<file path="config.mk">
export PLATFORM = sky130hd
export DESIGN_NAME = multicycle_control_unit_flat
export DESIGN_NICKNAME = d
export VERILOG_FILES = /design/src/rtl/multicycle_control_unit_if.sv /design/src/rtl/multicycle_control_unit.sv /design/src/flat_wrapper.sv
export SDC_FILE = /design/constraint.sdc
export NUM_CORES = 1
export LEC_CHECK = 0
export BUFFER_PORTS_ARGS = -buffer_cell sky130_fd_sc_hd__clkbuf_2
export CORE_ASPECT_RATIO = 1.25
export CORE_MARGIN = 4
export CORE_UTILIZATION = 25
export DETAILED_ROUTE_END_ITERATION = 12
export GPL_TIMING_DRIVEN = 1
export MAX_ROUTING_LAYER = met4
export REMOVE_ABC_BUFFERS = 1
export SKIP_LAST_GASP = 1
export SYNTH_ARGS = -nofsm -noshare
export SYNTH_HDL_FRONTEND = slang
export SYNTH_SLANG_ARGS = --single-unit
</file>
<file path="constraint.sdc">
create_clock -name clk -period 3.5 [get_ports clk]
set_clock_uncertainty 0.15 [all_clocks]
set_input_delay 0 -clock clk [delete_from_list [all_inputs] [get_ports clk]]
set_output_delay 0 -clock clk [all_outputs]
set_load 0.1 [all_outputs]
</file>
<file path="src/rtl/multicycle_control_unit_if.sv">
// Memory handshake bundle between the control unit (master) and shared memory (slave).
interface multicycle_control_unit_if;
    logic mem_req;
    logic mem_write;
    logic mem_addr_sel;
    logic mem_ready;

    modport master (
        output mem_req,
        output mem_write,
        output mem_addr_sel,
        input  mem_ready
    );

    modport slave (
        input  mem_req,
        input  mem_write,
        input  mem_addr_sel,
        output mem_ready
    );
endinterface

</file>
<file path="src/rtl/multicycle_control_unit.sv">
// Multi-cycle FSM control unit: FETCH/DECODE/EXEC/MEM/WB sequencing with a memory wait watchdog
// and a retired-instruction counter.
module multicycle_control_unit #(
    parameter int unsigned ALUOP_W  = 4,
    parameter int unsigned MAX_WAIT = 15,
    parameter int unsigned CNT_W    = 16
) (
    input  logic                       clk,
    input  logic                       rst,
    multicycle_control_unit_if.master  mem,
    input  logic [3:0]                 opcode,
    input  logic [2:0]                 fn,
    input  logic                       alu_zero,
    input  logic                       alu_neg,
    output logic                       ir_we,
    output logic                       pc_we,
    output logic [1:0]                 pc_src,
    output logic                       reg_we,
    output logic                       wb_reg,
    output logic [1:0]                 wb_src,
    output logic                       alu_src_a,
    output logic                       alu_src_b,
    output logic                       ltype,
    output logic [ALUOP_W-1:0]         alu_op,
    output logic [2:0]                 state,
    output logic                       retire,
    output logic [CNT_W-1:0]           instret,
    output logic                       halted,
    output logic                       fault
);
    typedef enum logic [2:0] {
        StFetch  = 3'd0,
        StDecode = 3'd1,
        StExec   = 3'd2,
        StMem    = 3'd3,
        StWb     = 3'd4,
        StHalt   = 3'd5,
        StFault  = 3'd6
    } state_e;

    localparam logic [ALUOP_W-1:0] AluAdd = ALUOP_W'(0);
    localparam logic [ALUOP_W-1:0] AluSub = ALUOP_W'(1);
    localparam logic [ALUOP_W-1:0] AluSll = ALUOP_W'(4);
    localparam logic [ALUOP_W-1:0] AluLui = ALUOP_W'(5);
    localparam logic [7:0]         WaitLast = 8'(MAX_WAIT - 1);

    state_e           state_q, state_d;
    logic [7:0]       wait_cnt_q, wait_cnt_d;
    logic [CNT_W-1:0] instret_q;
    logic             req, wr, addr_sel;

    assign mem.mem_req      = req;
    assign mem.mem_write    = wr;
    assign mem.mem_addr_sel = addr_sel;
    assign state            = state_q;
    assign instret          = instret_q;

    always_comb begin
        state_d    = state_q;
        wait_cnt_d = wait_cnt_q;
        req        = 1'b0;
        wr         = 1'b0;
        addr_sel   = 1'b0;
        ir_we      = 1'b0;
        pc_we      = 1'b0;
        pc_src     = 2'b00;
        reg_we     = 1'b0;
        wb_reg     = 1'b0;
        wb_src     = 2'b00;
        alu_src_a  = 1'b0;
        alu_src_b  = 1'b0;
        ltype      = 1'b0;
        alu_op     = AluAdd;
        retire     = 1'b0;
        halted     = 1'b0;
        fault      = 1'b0;
        // Everything is gated by rst so an in-flight request drops asynchronously.
        if (!rst) begin
            case (state_q)
                StFetch: begin
                    req = 1'b1;
                    if (mem.mem_ready) begin
                        ir_we   = 1'b1;
                        pc_we   = 1'b1;
                        state_d = StDecode;
                    end else if (wait_cnt_q == WaitLast) begin
                        state_d = StFault;
                    end
                end
                StDecode: begin
                    case (opcode)
                        4'd0: begin
                            case (fn)
                                3'd0, 3'd1, 3'd2, 3'd3: state_d = StExec;
                                3'd4: begin
                                    pc_we   = 1'b1;
                                    pc_src  = 2'b11;
                                    retire  = 1'b1;
                                    state_d = StFetch;
                                end
                                3'd7: begin
                                    retire  = 1'b1;
                                    state_d = StHalt;
                                end
                                default: begin
                                    retire  = 1'b1;
                                    state_d = StFetch;
                                end
                            endcase
                        end
                        4'd1, 4'd2, 4'd3, 4'd4, 4'd5, 4'd6, 4'd9, 4'd10: state_d = StExec;
                        4'd7, 4'd8: begin
                            pc_we   = 1'b1;
                            pc_src  = 2'b10;
                            retire  = 1'b1;
                            state_d = StFetch;
                            if (opcode == 4'd8) begin
                                reg_we = 1'b1;
                                wb_src = 2'b10;
                            end
                        end
                        default: begin
                            retire  = 1'b1;
                            state_d = StFetch;
                        end
                    endcase
                end
                StExec: begin
                    state_d = StWb;
                    case (opcode)
                        4'd0: alu_op = ALUOP_W'(fn);
                        4'd1, 4'd2: begin
                            alu_src_a = 1'b1;
                            ltype     = 1'b1;
                            alu_op    = (opcode == 4'd2) ? AluSub : AluAdd;
                        end
                        4'd3: begin
                            alu_src_a = 1'b1;
                            ltype     = 1'b1;
                            alu_src_b = 1'b1;
                            alu_op    = AluLui;
                        end
                        4'd4: begin
                            alu_src_b = 1'b1;
                            alu_op    = AluSll;
                        end
                        4'd5, 4'd6: begin
                            alu_src_b = 1'b1;
                            state_d   = StMem;
                        end
                        4'd9, 4'd10: begin
                            alu_op  = AluSub;
                            pc_we   = (opcode == 4'd9) ? alu_zero : alu_neg;
                            pc_src  = 2'b01;
                            retire  = 1'b1;
                            state_d = StFetch;
                        end
                        default: begin
                            retire  = 1'b1;
                            state_d = StFetch;
                        end
                    endcase
                end
                StMem: begin
                    req      = 1'b1;
                    addr_sel = 1'b1;
                    wr       = (opcode == 4'd6);
                    if (mem.mem_ready) begin
                        if (opcode == 4'd6) begin
                            retire  = 1'b1;
                            state_d = StFetch;
                        end else begin
                            state_d = StWb;
                        end
                    end else if (wait_cnt_q == WaitLast) begin
                        state_d = StFault;
                    end
                end
                StWb: begin
                    reg_we  = 1'b1;
                    retire  = 1'b1;
                    state_d = StFetch;
                    wb_reg  = (opcode == 4'd0);
                    wb_src  = (opcode == 4'd5) ? 2'b00 : 2'b01;
                end
                StHalt:  halted = 1'b1;
                StFault: fault  = 1'b1;
                default: state_d = StFault;
            endcase
            if (state_d != state_q) begin
                wait_cnt_d = 8'd0;
            end else if (req && !mem.mem_ready) begin
                wait_cnt_d = wait_cnt_q + 8'd1;
            end
        end
    end

    always_ff @(posedge clk or posedge rst) begin
        if (rst) begin
            state_q    <= StFetch;
            wait_cnt_q <= 8'd0;
            instret_q  <= '0;
        end else begin
            state_q    <= state_d;
            wait_cnt_q <= wait_cnt_d;
            if (retire) begin
                instret_q <= instret_q + 1'b1;
            end
        end
    end
endmodule

</file>
<file path="src/flat_wrapper.sv">
// flat-port wrapper written by rule: the top's interface ports become plain ports
module multicycle_control_unit_flat 
#(
    parameter int unsigned ALUOP_W  = 4,
    parameter int unsigned MAX_WAIT = 15,
    parameter int unsigned CNT_W    = 16
)
  (clk, rst, opcode, fn, alu_zero, alu_neg, ir_we, pc_we, pc_src, reg_we, wb_reg, wb_src, alu_src_a, alu_src_b, ltype, alu_op, state, retire, instret, halted, fault, mem_mem_req, mem_mem_write, mem_mem_addr_sel, mem_mem_ready);
  multicycle_control_unit_if mem_i ();
  input  logic clk;
  input  logic rst;
  input  logic [3:0] opcode;
  input  logic [2:0] fn;
  input  logic alu_zero;
  input  logic alu_neg;
  output logic ir_we;
  output logic pc_we;
  output logic [1:0] pc_src;
  output logic reg_we;
  output logic wb_reg;
  output logic [1:0] wb_src;
  output logic alu_src_a;
  output logic alu_src_b;
  output logic ltype;
  output logic [ALUOP_W-1:0] alu_op;
  output logic [2:0] state;
  output logic retire;
  output logic [CNT_W-1:0] instret;
  output logic halted;
  output logic fault;
  output wire logic [$bits(mem_i.mem_req)-1:0] mem_mem_req;
  output wire logic [$bits(mem_i.mem_write)-1:0] mem_mem_write;
  output wire logic [$bits(mem_i.mem_addr_sel)-1:0] mem_mem_addr_sel;
  input wire logic [$bits(mem_i.mem_ready)-1:0] mem_mem_ready;
  assign mem_mem_req = mem_i.mem_req;
  assign mem_mem_write = mem_i.mem_write;
  assign mem_mem_addr_sel = mem_i.mem_addr_sel;
  assign mem_i.mem_ready = mem_mem_ready;
  multicycle_control_unit #(.ALUOP_W(ALUOP_W), .MAX_WAIT(MAX_WAIT), .CNT_W(CNT_W)) u_core (.clk(clk), .rst(rst), .mem(mem_i), .opcode(opcode), .fn(fn), .alu_zero(alu_zero), .alu_neg(alu_neg), .ir_we(ir_we), .pc_we(pc_we), .pc_src(pc_src), .reg_we(reg_we), .wb_reg(wb_reg), .wb_src(wb_src), .alu_src_a(alu_src_a), .alu_src_b(alu_src_b), .ltype(ltype), .alu_op(alu_op), .state(state), .retire(retire), .instret(instret), .halted(halted), .fault(fault));
endmodule
</file>
==> results of run 1 <==
==> layer usage <==
metal  wire length [um]  part of all wire  vias up
li1                   -                 -      956
met1               2380              0.45      911
met2               2640              0.50       50
met3                185             0.035        6
met4                 55             0.010        0
met5                  0                 0        -
==> synth_stat cells (all sizes together), types with 2 or more instances <==
master  number
inv          8
nand4       15
o22ai        2
and3         8
xor2         3
nor2        22
or3          2
nand3       14
a41oi        2
nand2       20
a21oi       10
clkbuf       6
nor3        15
buf         13
ha           3
nor4         4
o41ai        2
xnor2       15
a211oi       2
a31oi        5
o21ai       11
dfrtp       27
nor2b        4
and2         4
a221o        3
==> final timing paths <==
path | from | end | depth (start not counted)
hold reg to reg | u_core.instret[15] | u_core.instret[15] | 1
setup / recovery | u_core.state[0] | retire | 5
max in group asynchronous | rst | u_core.instret[8] | 3
setup reg to reg | u_core.state[0] | u_core.instret[8] | 6
min in group asynchronous | rst | u_core.state[0] | 3
hold / removal | mem_mem_ready | u_core.wait_cnt_q[2] | 4
==> per-stage QoR <==
stage	hold WS, ps	utilization	setup WS, ps	setup TNS (ps)
floorplan	-60.2	-	-3830	-9850
global placement	310	0.291	938	0
detailed placement	315	0.291	900	0
CTS	74.9	0.297	586	0
global route	109	0.297	362	0
finish	74.9	0.297	604	0
==> final cells by class <==
cell class	instances	area, um^2
multi-input combinational	187	1180
clock inverter	1	7.51
sequential	27	676
fill	842	5480
tap	95	119
inverter	8	30.0
clock buffer	3	41.3
timing repair buffer	51	258
==> worst reg2reg max path, stage by stage, from the launching register on <==
cell      delay, ps
dfrtp_1         720
nand2_1         100
o22ai_1         240
nand2_1         140
a221oi_4        690
nand4_1         210
xnor2_1         170
==> power breakdown <==
part | switching [W] | internal (W) | total [W]
Clock | 0.000104 | 0.0000809 | 0.000185
Sequential | 0.000109 | 0.000360 | 0.000469
Combinational | 0.000745 | 0.000192 | 0.000937
Total | 0.000958 | 0.000633 | 0.00159
==> kinds of logic after synthesis <==
| kind of cell | count (synthesis) |
|---|---|
| muxes | 1 |
| buffers and inverters | 27 |
| other | 1 |
| AOI/OAI and AO/OA | 49 |
| xor gates and xnor gates | 18 |
| adders and majority gates | 3 |
| DFF | 27 |
| and+or+nand+nor | 115 |
==> registers in the layout (all words and copies together) (netlist names) <==
signal / flops
u_core.state: 3
u_core.wait_cnt_q: 8
u_core.instret: 16
==> impl_metrics.csv, run 1 <==
group,metric,value,unit
run_status,status,"finished clean",
yosys,synthSimpleGateAreaFrac,0.304,
worst_setup_path,max_stage_delay,720,ps
detailed_routing,dr.pass1.iters,4,
grt,grt_pass1_vias,1920,
place,port_buffers,50,
grt,grt_use_total,0.119,
power_and_ir_drop,power_density,687,nW/um^2
yosys,netlist-cell-type-count,52,
floorplan,die_h,108,um
layout,design_area,2320,um^2
grt,grt_busiest_layer,"met2",
grt,grt_start_max_net_pins,33,
detailed_routing,wl,5.26,mm
detailed_routing,avgViaCountPerCell,5.17,
clock_tree,cts_resized,0,
flow_run,drv_cap,0,
clock_tree,cts_buffers,3,
yosys,synth_area_leader_cell,"dfrtp_1",
yosys,synth_async_sr_flop_share,1.00,
yosys,syn_inst,241,
worst_setup_path,crit_family,"compound AO/OA/AOI/OAI gates",
yosys,synth-edff-count,0,
timing,maxSlewViolCount,0,
yosys,netlist_area,1990,um^2
yosys,syn_area_per_cell,8.25,um^2
yosys,ys_seq_area_frac,0.340,
yosys,synth_top_family_by_area,"simple AND/OR/NAND/NOR gates",
worst_setup_path,path_cells,"nand2_1 -> o22ai_1 -> nand2_1 -> a221oi_4 -> clkbuf_2",
timing,period_needed,2900,ps
timing,rsz0062_at_grt,"no",
yosys,synthXorXnorAreaFrac,0.0792,
power_and_ir_drop,vdd_drop_max,0.000393,V
yosys,synthAdderAreaFrac,0.0189,
floorplan,die_area,9460,um^2
layout,syn_to_final_growth,16.4,%
worst_setup_path,cp_max_fo,18,
yosys,synth_top_area_share,0.340,
yosys,synth_compound_area_frac,0.186,
layout,n_antenna_cell,0,
power_and_ir_drop,cellLeakagePower,1.03,nW
timing,tightest_slew,740,ps
yosys,synth_seq_cells,27,
yosys,synth_ff_type,"dfrtp_1",
timing,fmax,345,MHz
power_and_ir_drop,totalPowerFinal,0.00159,W
timing,slew_headroom,0.506,
detailed_routing,ant_nets,0,
layout,drive_gt1_frac,0.217,
clock_tree,cts_tree,"done",
grt,antenna_found_initial,0,
grt,met3_usage,0.00766,
timing,setup_viol,0,
detailed_routing,drc,0,
worst_setup_path,crit_buf_inv,1,
worst_setup_path,r2r_slack,980,ps
clock_tree,cts_root_buf,"clkbuf_8",
detailed_routing,dr_total_vias,1923,
floorplan,io_pins,52,
clock_tree,clk_latency,270,ps
place,gp_congestion,0.907,
worst_setup_path,required,3350,ps
place,dpl.hpwl,3.91,mm
yosys,synth_area_leaders,"dfrtp_1, xnor2_1, nand4_1",
worst_hold_path,hp-class,"input pin to flip-flop",
place,dpl-instance-area,2270,um^2
clock_tree,cts_setup_buffers,0,
yosys,ys_warn_count,0,
detailed_routing,routedWlPerCell,14.1,um
yosys,synthMuxAreaShare,0.00566,
worst_setup_path,crit_top_cell,"nand2_1",
clock_tree,cts_sinks,27,
worst_setup_path,cp.arrival,2750,ps
clock_tree,cts.reportedPaths.clkPinSlew,100,ps
floorplan,rows,36,
detailed_routing,first_iter_violations,95,
place,dp.cells,368,
worst_setup_path,cpMaxStageDelayCell,"dfrtp_1",
layout,final_common_cell,"clkbuf_2",
worst_setup_path,critPathKind,"flip-flop to output pin",
layout,fin_cells,372,
clock_tree,cts_hold_buf,0,
timing,hold_viol,0,
floorplan,initial_core_util,0.255,
worst_setup_path,cp-start-kind,"flip-flop",
grt,grt.met2_usage,0.201,
grt,grtUsageMet1,0.155,
clock_tree,htreeDepth,1,
floorplan,die_x,87.8,um
timing,finalCritPeriodShare,0.827,
clock_tree,clk_path_buf_depth,2,
grt,grt-ovfl-total,0,
floorplan,core_area,7790,um^2
layout,nets,293,
layout,mostFrequentLayoutCells,"clkbuf_2, dfrtp_1, nor2_1, nand2_1",
grt,grt_pass1_wl,9.14,mm
worst_setup_path,cp-end-kind,"output pin",
(Power assumes the default switching activity.)
==> run 2, diff against run 1 <==
Clock period 3.5 ns to 2.57 ns, I/O delays scaled along.
==> run 2 against run 1 <==
Compared with the run above:
- die area unchanged
- via count increased by 1.1%
- cell area increased by 9.8%
- global-route usage decreased by 0.051 points
- power up 41%
- highest routed layer unchanged
==> impl_metrics.csv, run 2 (synthesis results as in run 1) <==
group,metric,value,unit
clock_tree,cts_tree,"done",
detailed_routing,first_iter_violations,121,
floorplan,die_h,108,um
grt,grt-ovfl-total,0,
floorplan,die_area,9460,um^2
run_status,status,"finished clean",
timing,finalCritPeriodShare,0.974,
place,dpl-instance-area,2480,um^2
timing,maxSlewViolCount,0,
worst_setup_path,cp-start-kind,"flip-flop",
worst_setup_path,critPathKind,"flip-flop to output pin",
floorplan,initial_core_util,0.255,
worst_setup_path,cp.arrival,2350,ps
layout,nets,301,
flow_run,drv_cap,0,
timing,setup_ws,67.5,ps
timing,fmax,400,MHz
worst_setup_path,max_stage_delay,560,ps
worst_hold_path,hp-class,"input pin to flip-flop",
layout,syn_to_final_growth,27.8,%
clock_tree,clk_path_buf_depth,2,
floorplan,core_area,7790,um^2
worst_setup_path,cp_max_fo,15,
layout,design_area,2540,um^2
clock_tree,cts_sinks,27,
timing,tns,0,ps
power_and_ir_drop,totalPowerFinal,0.00225,W
detailed_routing,ant_nets,0,
floorplan,io_pins,52,
detailed_routing,dr_total_vias,1944,
timing,period_needed,2500,ps
timing,slew_headroom,0.633,
clock_tree,cts_buffers,3,
detailed_routing,dr.pass1.iters,4,
layout,drive_gt1_frac,0.239,
timing,rsz0062_at_grt,"no",
worst_setup_path,cpMaxStageDelayCell,"dfrtp_1",
power_and_ir_drop,cellLeakagePower,1.11,nW
timing,hold_viol,0,
grt,grt_pass1_wl,9.02,mm
floorplan,die_x,87.8,um
clock_tree,clk_latency,270,ps
place,port_buffers,50,
timing,finalHoldWorstSlack,92.0,ps
grt,grt_start_max_net_pins,27,
clock_tree,cts_root_buf,"clkbuf_8",
worst_setup_path,required,2420,ps
detailed_routing,avgViaCountPerCell,5.12,
layout,n_antenna_cell,0,
detailed_routing,drc,0,
power_and_ir_drop,vdd_drop_max,0.000461,V
clock_tree,cts.reportedPaths.clkPinSlew,90,ps
place,dpl.hpwl,4.10,mm
worst_setup_path,cp-end-kind,"output pin",
timing,setup_viol,0,
timing,tightest_slew,553,ps
detailed_routing,routedWlPerCell,14.0,um
layout,final_common_cell,"clkbuf_2",
place,gp_congestion,0.898,
power_and_ir_drop,power_density,884,nW/um^2
place,place_ws,212,ps
layout,mostFrequentLayoutCells,"clkbuf_2, dfrtp_1, nor2_1, nand2_1",
floorplan,rows,36,
grt,grt_use_total,0.119,
grt,grt_pass1_vias,1912,
clock_tree,htreeDepth,1,
layout,largest_reg_flops,16,
grt,antenna_found_initial,0,
detailed_routing,wl,5.31,mm
worst_setup_path,path_cells,"nor4bb_1 -> nor4b_1 -> nor2_1 -> o21ai_0 -> and3_1 -> buf_12",
## run 2: cell types whose count changed in the layout (fill, tap and decap cells not counted)
| cell | change |
|---|---|
| buf_12 | +10 |
| clkbuf_2 | -15 |
| dlygate4sd3_1 | +1 |
| dfrtp_2 | +1 |
| dfrtp_1 | -1 |
| buf_4 | +12 |
## run 2: final timing paths
check,from,endpoint,slack (ps),cells after the start
max,u_core.state[2],pc_we,70,6
min,mem_mem_ready,u_core.wait_cnt_q[2],90,4
max reg2reg,u_core.state[2],u_core.wait_cnt_q[5],240,6
min reg2reg,u_core.instret[15],u_core.instret[15],320,1
max in group asynchronous,rst,u_core.wait_cnt_q[0],1440,4
min in group asynchronous,rst,u_core.state[0],220,3
## run 2: metal layers
layer,global-route usage,up-vias,share of wire
li1,-,975,-
met1,0.148,908,0.44
met2,0.200,55,0.49
met3,0.0138,6,0.051
met4,0.0340,0,0.015
met5,-,-,0
## run 2: critical path: cells and delay by family (launching register included)
kind / cells / cell delay [ps]
buffers and inverters: 1 / 190
DFF: 1 / 560
AOI/OAI and AO/OA: 1 / 100
and+or+nand+nor: 4 / 1220
## run 2: timing repair
item                       in CTS  in global routing
setup endpoints to repair       0                  7
buffers inserted                0                  0
gates resized for setup         0                  1
hold buffers                    1                  0
hold endpoints to repair        2                  0
## run 2: area by class of cell
type | count | area [um^2]
Sequential cell | 27 | 677
Fill cell | 821 | 5250
Tap cell | 95 | 119
Multi-Input combinational cell | 187 | 1180
Timing Repair Buffer | 59 | 483
Inverter | 8 | 30.0
Clock inverter | 1 | 7.51
Clock buffer | 3 | 41.3
## run 2: where the power goes
| group | internal (W) | switching, W | leakage [nW] |
|---|---|---|---|
| registers | 0.000492 | 0.000128 | 0.365 |
| logic | 0.000335 | 0.00104 | 0.722 |
| clock network | 0.000110 | 0.000136 | 0.0217 |
## run 2: stage by stage
step / util / std cells
floorplan: - / 222
global placement: 0.319 / 375
detailed placement: 0.319 / 375
CTS: 0.326 / 380
global route: 0.326 / 380
finish: 0.326 / 380
==> run 3, diff against run 2 <==
Clock period 2.57 ns to 2.1 ns, I/O delays scaled along.
==> run 3 against run 2 <==
Compared with the run above:
- the flow now finishes with violations (negative setup slack)
- die area unchanged
- via count increased by 12%
- power is 46% higher
- cell area up 22%
- setup slack got worse by 97 ps
- sequential power increased by 15%
- register-to-register slack got worse by 270 ps
- utilization increased by 7.1 points
- first-iteration DRC count down 21%
- clock power increased by 23%
- final cell count up 9.5%
- routed wire length grew 16%
- critical path type is now flip-flop to flip-flop
- critical endpoint is now u_core.wait_cnt_q[5]
- largest power group unchanged
- highest routed layer unchanged
==> impl_metrics.csv, run 3 (synthesis results as in run 1) <==
group,metric,value,unit
worst_setup_path,cp-start-kind,"flip-flop",
clock_tree,clk_path_buf_depth,2,
timing,finalCritPeriodShare,1.01,
worst_setup_path,r2r_cells,7,
detailed_routing,avgViaCountPerCell,5.25,
detailed_routing,dr.pass1.iters,4,
grt,antenna_found_initial,0,
layout,nets,337,
worst_setup_path,critPathKind,"flip-flop to flip-flop",
timing,tightest_slew,553,ps
place,gp_congestion,0.920,
grt,grt-ovfl-total,0,
clock_tree,cts_root_buf,"clkbuf_8",
power_and_ir_drop,cellLeakagePower,1.35,nW
worst_setup_path,crit_start,"u_core.state[2]",
clock_tree,cts_buffers,3,
worst_setup_path,rr_startpoint,"u_core.state[2]",
worst_setup_path,cp-end-kind,"flip-flop",
layout,fin_cells,416,
worst_hold_path,min_to,"u_core.wait_cnt_q[2]",
worst_hold_path,holdPathStages,4,
detailed_routing,routedWlPerCell,14.8,um
worst_setup_path,r2r_slack,-30,ps
floorplan,die_x,87.8,um
timing,slew_headroom,0.633,
timing,setup_ws,-29.1,ps
layout,fillCellCount,793,
place,place_ws,-33.6,ps
timing,tns,-94.1,ps
floorplan,initial_core_util,0.255,
grt,grt_start_max_net_pins,31,
timing,setup_viol,5,
flow_run,drv_cap,0,
place,dpl.hpwl,4.71,mm
worst_setup_path,cp.arrival,2140,ps
detailed_routing,dr_total_vias,2185,
timing,period_needed,2130,ps
timing,rsz0062_at_grt,"yes",
layout,post-route-util,0.398,
power_and_ir_drop,vdd_drop_max,0.000646,V
grt,grt_pass1_vias,2125,
worst_hold_path,hp-class,"input pin to flip-flop",
worst_setup_path,required,2110,ps
floorplan,io_pins,52,
floorplan,die_area,9460,um^2
worst_setup_path,r2r_end,"u_core.wait_cnt_q[5]",
detailed_routing,ant_nets,0,
layout,largest_reg_flops,16,
clock_tree,htreeDepth,1,
run_status,violations,"negative setup slack",
timing,fmax,470,MHz
worst_setup_path,cp_max_fo,5,
grt,grt_use_total,0.135,
power_and_ir_drop,totalPowerFinal,0.00328,W
clock_tree,clk_latency,270,ps
floorplan,die_h,108,um
clock_tree,cts_tree,"done",
detailed_routing,drc,0,
worst_hold_path,min-delay-start,"mem_mem_ready",
layout,n_antenna_cell,0,
layout,drive_gt1_frac,0.408,
detailed_routing,first_iter_violations,95,
clock_tree,cts_sinks,27,
layout,syn_to_final_growth,55.8,%
place,port_buffers,50,
power_and_ir_drop,power_density,1060,nW/um^2
timing,hold_viol,0,
run_status,status,"finished with violations",
floorplan,rows,36,
timing,maxSlewViolCount,0,
grt,grt_pass1_wl,10.2,mm
layout,mostFrequentLayoutCells,"buf_4, clkbuf_2, dfrtp_1, nand2_1",
layout,final_common_cell,"buf_4",
clock_tree,cts.reportedPaths.clkPinSlew,100,ps
floorplan,core_area,7790,um^2
detailed_routing,wl,6.17,mm
place,dp.cells,403,
-- run 3: changes by cell type in the layout (fill, tap and decap cells not counted), sizes merged --
cell    previous run  this run
clkbuf            38        33
buf               23        64
-- run 3: metal layers --
metal,share of wire,GRT usage,vias up
li1,-,-,1045
met3,0.047,0.0153,10
met1,0.40,0.167,1066
met2,0.53,0.233,64
met4,0.018,0.0329,0
met5,0,-,-
-- run 3: worst max path at each step --
| stage | endpoint |
|---|---|
| finish | u_core.wait_cnt_q[5] |
| global route | pc_we |
| CTS | pc_we |
| detailed placement | u_core.wait_cnt_q[5] |
| global placement | u_core.wait_cnt_q[5] |
| floorplan | alu_src_a |
-- run 3: layout make-up --
type                            instances  area [um^2]  area share
Clock buffer                            3         41.3      0.0133
Clock inverter                          1         7.51     0.00242
Inverter                                8         35.0      0.0113
Multi-Input combinational cell        187         1340       0.431
Sequential cell                        27          679       0.219
Tap cell                               95          119      0.0384
Timing Repair Buffer                   95          882       0.285
-- run 3: report_power, final --
group / internal [W] / switching [W]
sequential: 0.000606 / 0.000111
clock: 0.000135 / 0.000167
combinational: 0.000761 / 0.00150
-- run 3: repair_timing --
action / 4_1_cts / 5_1_grt
pin swaps: 3 / 12
resized for setup: 17 / 20
hold buffers: 1 / 0
hold endpoints to repair: 27 / 0
endpoints found under the setup margin: 16 / 19
setup buffers: 3 / 5
-- run 3: critical path: stages (launching register included) --
cell and delay [ps]:
dfrtp_2 460, buf_4 150, or3b_1 380, a21o_1 200, nand3_2 90, o2bb2ai_2 100
and3_4 200, a221o_1 280
-- run 3: through the flow --
step           hold slack, ps  cell area, um^2
4_1_cts                   129             2980
5_1_grt                   166             3100
6_report                  149             3100
2_1_floorplan           -60.2             1890
3_5_place_dp              130             2820
3_3_place_gp              148             2820
